<file path="config.mk">
export PLATFORM = sky130hd
export DESIGN_NAME = piso_bit_serializer
export DESIGN_NICKNAME = d
export VERILOG_FILES = /design/src/rtl/piso_bit_serializer.sv
export SDC_FILE = /design/constraint.sdc
export NUM_CORES = 1
export LEC_CHECK = 0
export ABC_CLOCK_PERIOD_IN_PS = 1800
export BUFFER_PORTS_ARGS = -buffer_cell sky130_fd_sc_hd__buf_2
export CORE_MARGIN = 4
export CORE_UTILIZATION = 52
export CTS_CLUSTER_DIAMETER = 30
export DETAILED_ROUTE_END_ITERATION = 10
export PLACE_DENSITY_LB_ADDON = 0.08
export SLEW_MARGIN = 20
export SYNTH_ARGS = -nofsm -noshare
export SYNTH_HDL_FRONTEND = slang
export SYNTH_SLANG_ARGS = --single-unit
export TNS_END_PERCENT = 50
</file>
<file path="constraint.sdc">
create_clock -name clk -period 1.8 [get_ports clk]
set_input_delay 0.09 -clock clk [delete_from_list [all_inputs] [get_ports clk]]
set_output_delay 0.09 -clock clk [all_outputs]
set_load 0.01 [all_outputs]
</file>
<file path="src/rtl/piso_bit_serializer.sv">
// piso_bit_serializer
//   Parallel-in/serial-out stage feeding the "11" Mealy sequence detector.
//   Words are accepted over a valid/ready handshake and shifted out one bit
//   per clock. Back-to-back words stream with no idle gap.
//
//   Optional feature macro: SER_PARITY_EN
//     When defined, each frame is followed by one even-parity bit (XOR of
//     the data bits), making frames WIDTH+1 cycles long.
//
// Parameters
//   WIDTH      word width (2..32)
//   MSB_FIRST  1: din[WIDTH-1] first, 0: din[0] first
//   IDLE_LEVEL level on ser_out whenever ser_valid=0
//
// Ports
//   clk        rising-edge clock
//   rst        synchronous active-high reset
//   din        parallel word
//   din_valid  source presents a word
//   din_ready  word can be accepted this cycle (combinational)
//   ser_out    serial bit to the detector's in
//   ser_valid  ser_out carries payload
//   busy       frame in progress
//   done       pulse on the last payload cycle of a frame
module piso_bit_serializer #(
  parameter int WIDTH      = 8,
  parameter bit MSB_FIRST  = 1'b1,
  parameter bit IDLE_LEVEL = 1'b0
) (
  input  logic             clk,
  input  logic             rst,
  input  logic [WIDTH-1:0] din,
  input  logic             din_valid,
  output logic             din_ready,
  output logic             ser_out,
  output logic             ser_valid,
  output logic             busy,
  output logic             done
);

  localparam int CW = $clog2(WIDTH + 1);
  localparam logic [CW-1:0] LAST = CW'(WIDTH - 1);

`ifdef SER_PARITY_EN
  typedef enum logic [1:0] {IDLE = 2'd0, SHIFT = 2'd1, PARITY = 2'd2} state_t;
`else
  typedef enum logic [1:0] {IDLE = 2'd0, SHIFT = 2'd1} state_t;
`endif

  state_t           state, state_n;
  logic [CW-1:0]    cnt, cnt_n;
  logic [WIDTH-1:0] sh, sh_n;
  logic             ser_out_n, ser_valid_n, done_n, busy_n;
  logic             accept;
`ifdef SER_PARITY_EN
  logic             par, par_n;
`endif

  // Bit that leaves first from a word, given the configured bit order.
  function automatic logic head_bit(input logic [WIDTH-1:0] w);
    return MSB_FIRST ? w[WIDTH-1] : w[0];
  endfunction

  // Drop the bit just sent so the next one sits at the head position.
  function automatic logic [WIDTH-1:0] advance(input logic [WIDTH-1:0] w);
    return MSB_FIRST ? (w << 1) : (w >> 1);
  endfunction

  // Ready depends only on state/counter (and rst), never on din_valid.
  always_comb begin
    din_ready = 1'b0;
    if (!rst) begin
      unique case (state)
        IDLE:   din_ready = 1'b1;
`ifdef SER_PARITY_EN
        SHIFT:  din_ready = 1'b0;
        PARITY: din_ready = 1'b1;
`else
        SHIFT:  din_ready = (cnt == LAST);
`endif
        default: din_ready = 1'b0;
      endcase
    end
  end

  assign accept = din_valid & din_ready;

  always_comb begin
    state_n     = state;
    cnt_n       = cnt;
    sh_n        = sh;
    ser_out_n   = IDLE_LEVEL;
    ser_valid_n = 1'b0;
    done_n      = 1'b0;
`ifdef SER_PARITY_EN
    par_n       = par;
`endif

    unique case (state)
      IDLE: ;
      SHIFT: begin
        if (cnt != LAST) begin
          ser_out_n   = head_bit(sh);
          sh_n        = advance(sh);
          cnt_n       = cnt + CW'(1);
          ser_valid_n = 1'b1;
`ifndef SER_PARITY_EN
          done_n      = (cnt_n == LAST);
`endif
        end else begin
`ifdef SER_PARITY_EN
          state_n     = PARITY;
          ser_out_n   = par;
          ser_valid_n = 1'b1;
          done_n      = 1'b1;
`else
          state_n     = IDLE;
          cnt_n       = '0;
`endif
        end
      end
`ifdef SER_PARITY_EN
      PARITY: begin
        state_n = IDLE;
        cnt_n   = '0;
      end
`endif
      default: begin
        state_n = IDLE;
        cnt_n   = '0;
      end
    endcase

    // A load overrides the frame-end decision, giving zero-gap streaming.
    if (accept) begin
      state_n     = SHIFT;
      cnt_n       = '0;
      ser_out_n   = head_bit(din);
      sh_n        = advance(din);
      ser_valid_n = 1'b1;
      done_n      = 1'b0;
`ifdef SER_PARITY_EN
      par_n       = ^din;
`endif
    end

    busy_n = (state_n != IDLE);
  end

  always_ff @(posedge clk) begin
    if (rst) begin
      state     <= IDLE;
      cnt       <= '0;
      sh        <= '0;
      ser_out   <= IDLE_LEVEL;
      ser_valid <= 1'b0;
      busy      <= 1'b0;
      done      <= 1'b0;
`ifdef SER_PARITY_EN
      par       <= 1'b0;
`endif
    end else begin
      state     <= state_n;
      cnt       <= cnt_n;
      sh        <= sh_n;
      ser_out   <= ser_out_n;
      ser_valid <= ser_valid_n;
      busy      <= busy_n;
      done      <= done_n;
`ifdef SER_PARITY_EN
      par       <= par_n;
`endif
    end
  end

endmodule

</file>
==> metrics.md <==
| Metric | Value |
|---|---|
| Outcome | `complete, no violations` |
| Worst Path Arrival | `1.52 ns` |
| DR pass1 iterations | `4` |
| Post-synthesis sequential area ratio | `41.5%` |
| I/O pin cnt | `16` |
| Total GRT Usage | `between 10% and 20%` |
| Initial antenna violation count | `0` |
| Commonest non-fill, non-tap cells in the layout | `dfxtp_1 (17), buf_2 (15), nor2_1 (10)` |
| Largest net degree at the start of global routing | `12` |
| First-pass GRT wire length | `around 2500 µm` |
| CP cell instances | `ha_4 -> nand3b_1 -> buf_4 -> a21oi_1 -> buf_2` |
| Vias in the first global route | `610` |
| Max-slew violations | `0` |
| Critical path type | `register to output port` |
| # setup viols final | `0` |
| Type of the most critical hold path | `input port to register` |
| Chip height | `around 48 µm` |
| # diodes | `0` |
| Cell Area, Synth | `around 800 µm²` |
| I/O Buffers | `15` |
| Most common cell after layout, fill and taps aside | `dfxtp_1` |
| Post-synth cell types | `34` |
| CTS tree | `done` |
| Cell Area, Placed | `892 µm²` |
| Simple-Gate Fraction of Synth Area | `20.7%` |
| Remaining DRCs | `0` |
| LEAKAGE | `roughly 0.37 nW` |
| Max_cap viols | `0` |
| Final Cycle Share | `between 80% and 90%` |
| Post-CTS setup buffer count | `0` |
| Main combinational cell family by area after synthesis | `compound AO/OA/AOI/OAI gates` |
| Placed instance count | `113` |
| Power per Cell Area | `743 nW/µm²` |
| Setup Skew | `just under 0.008 ns` |
| Flops & latches, synth | `17` |
| CTS Root Cell | `clkbuf_4` |
| Number of DRC markers in iteration 0 | `22` |
| Synth warnings | `0` |
| Clk slew on worst S/H paths | `approximately 0.10 ns` |
| Crit-path max FO | `11` |
| DR vias | `687` |
| Via density | `5.87` |
| Nets@finish | `115` |
| Share of cells above drive strength 1 | `about a third` |
| Gpl congestion | `approximately 0.82` |
| Worst VDD drop | `around 0.00049 V` |
| Crit path largest cell delay | `between 0.4 and 0.5 ns` |
| Worst EP required | `about 1.7 ns` |
| Longest Clk Path Bufs | `2` |
| CTS H-tree depth | `1` |
| Maximum clock rate | `between 0.6 and 0.7 GHz` |
| RSZ-0062 raised after global routing | `false` |
| Clock buffer count from CTS | `3` |
| Syn Nets | `99` |
| Initial Utilization | `54.5%` |
| CP startpoint kind | `register` |
| GRT overflow | `0` |
| WP buf/inv | `2` |
| Final hold viol count | `0` |
| Final instance count without filler cells | `117` |
| Clock sink total | `17` |
| Std-Cell Rows | `14` |
| Xor/xnor cell area share of the yosys netlist | `0%` |
| Worst path slowest cell | `dfxtp_1` |
| Die width | `about 48 µm` |
| Die footprint | `2280 µm²` |
| Post-DP HPWL | `1110 µm` |
| Area growth, synth to finish | `13.6%` |
| Synth Instances | `between 80 and 90` |
| Routed Wire Length | `about 1600 µm` |
| Final min period | `between 1.5 and 2 ns` |
| Clock latency on the worst-skew pair | `~0.29 ns` |
| Setup TNS Final | `0 ns` |
| WL/cell | `13.9 µm` |
| Design Power | `0.692 mW` |
| CP endpoint kind | `output port` |
| Final instance area | `roughly 930 µm²` |
| Multiplexer share of the synthesized area | `around 1.2%` |
| Compound-cell area share of the yosys netlist | `between 20% and 30%` |
| Synth Area in Adders | `between 3 and 4%` |
| Syn_area_per_cell | `about 9.5 µm²` |
| Core area | `approximately 1500 µm²` |
| Post-DRT Antenna Nets | `0` |
| Cell family with most CP delay | `flip-flops` |
[path summary, 6_finish.rpt]
check | start | to | slack (ns) | cells past startpoint
worst max register to register | cnt[0] | done | 0.40 | 4
worst max-delay path | cnt[0] | din_ready | 0.19 | 5
worst min-delay path | din[4] | sh[5] | 0.06 | 2
worst min register to register | sh[7] | ser_out | 0.48 | 2
[report_power, final]
| part | internal, mW | switching (mW) |
|---|---|---|
| Clock | 0.0827 | 0.123 |
| Sequential | 0.394 | 0.0144 |
| Combinational | 0.0382 | 0.0397 |
[synth_stat cells]
cell      instances  area share, %
dfxtp_1          17             41
nor2_1           10            4.6
a21oi_1           6            3.7
a31oi_1           6            4.6
o221a_2           6            8.2
inv_1             4            1.8
nand2_1           4            1.8
nand3_1           3            1.8
buf_4             2            1.8
clkbuf_1          2           0.91
ha_1              2            3.0
nor3_1            2            1.2
a211o_2           1            1.2
a21boi_0          1           0.91
a21o_1            1           0.91
a221oi_2          1            1.8
and3b_2           1            1.2
and3b_4           1            1.5
buf_2             1           0.61
buf_6             1            1.4
conb_1            1           0.46
mux2i_1           1            1.2
nand2b_4          1            1.7
nand3b_1          1           0.91
nand4_1           1           0.76
nor2b_1           1           0.76
nor4b_2           1            1.8
o211ai_1          1           0.91
o21ai_0           1           0.61
o31ai_4           1            2.6
o41ai_1           1            1.1
or2_1             1           0.76
or3_1             1           0.76
or3b_1            1            1.1
[cells by family after synthesis]
group,Yosys count
mux,1
simple gates,29
fa+ha+maj,2
other cells,1
buf+inv,10
flops,17
compound gates,26
[state kept, by name, summed over array words and instances, names as in the netlist]
name and cells:
ser_out 1, cnt 4, done 1, busy 1, sh 7, state 2, ser_valid 1
[final cells by class]
type / instances / area (µm²)
Tap cell: 16 / 20.0
Sequential cell: 17 / 340
Multi-Input combinational cell: 59 / 439
Timing Repair Buffer: 17 / 90.1
Clock buffer: 3 / 22.5
Fill cell: 138 / 574
Inverter: 4 / 15.0
Clock inverter: 1 / 5.00
[metal layers]
metal	part of all wire (%)	vias up	GRT usage [%]
met3	6.8	2	6.77
met4	0.61	0	5.91
met2	46	18	24.5
met1	46	317	20.7
li1	-	350	-
met5	0	-	0
[through the flow]
| step | util [%] | hold slack, ns | setup slack [ns] |
|---|---|---|---|
| 6_report | 61.9 | 0.0621 | 0.193 |
| 5_1_grt | 61.9 | 0.0487 | 0.0342 |
| 4_1_cts | 61.0 | 0.0547 | 0.0988 |
| 3_5_place_dp | 59.2 | 0.372 | 0.336 |
| 3_3_place_gp | 59.2 | 0.367 | 0.370 |
| 2_1_floorplan | - | 0.178 | 0.454 |
[timing repair]
action | 4_1_cts | 5_1_grt
hold buffers | 0 | 0
setup endpoints to repair | 0 | 1
gates resized for setup | 0 | 2
Power figures use the tool's default switching activity.
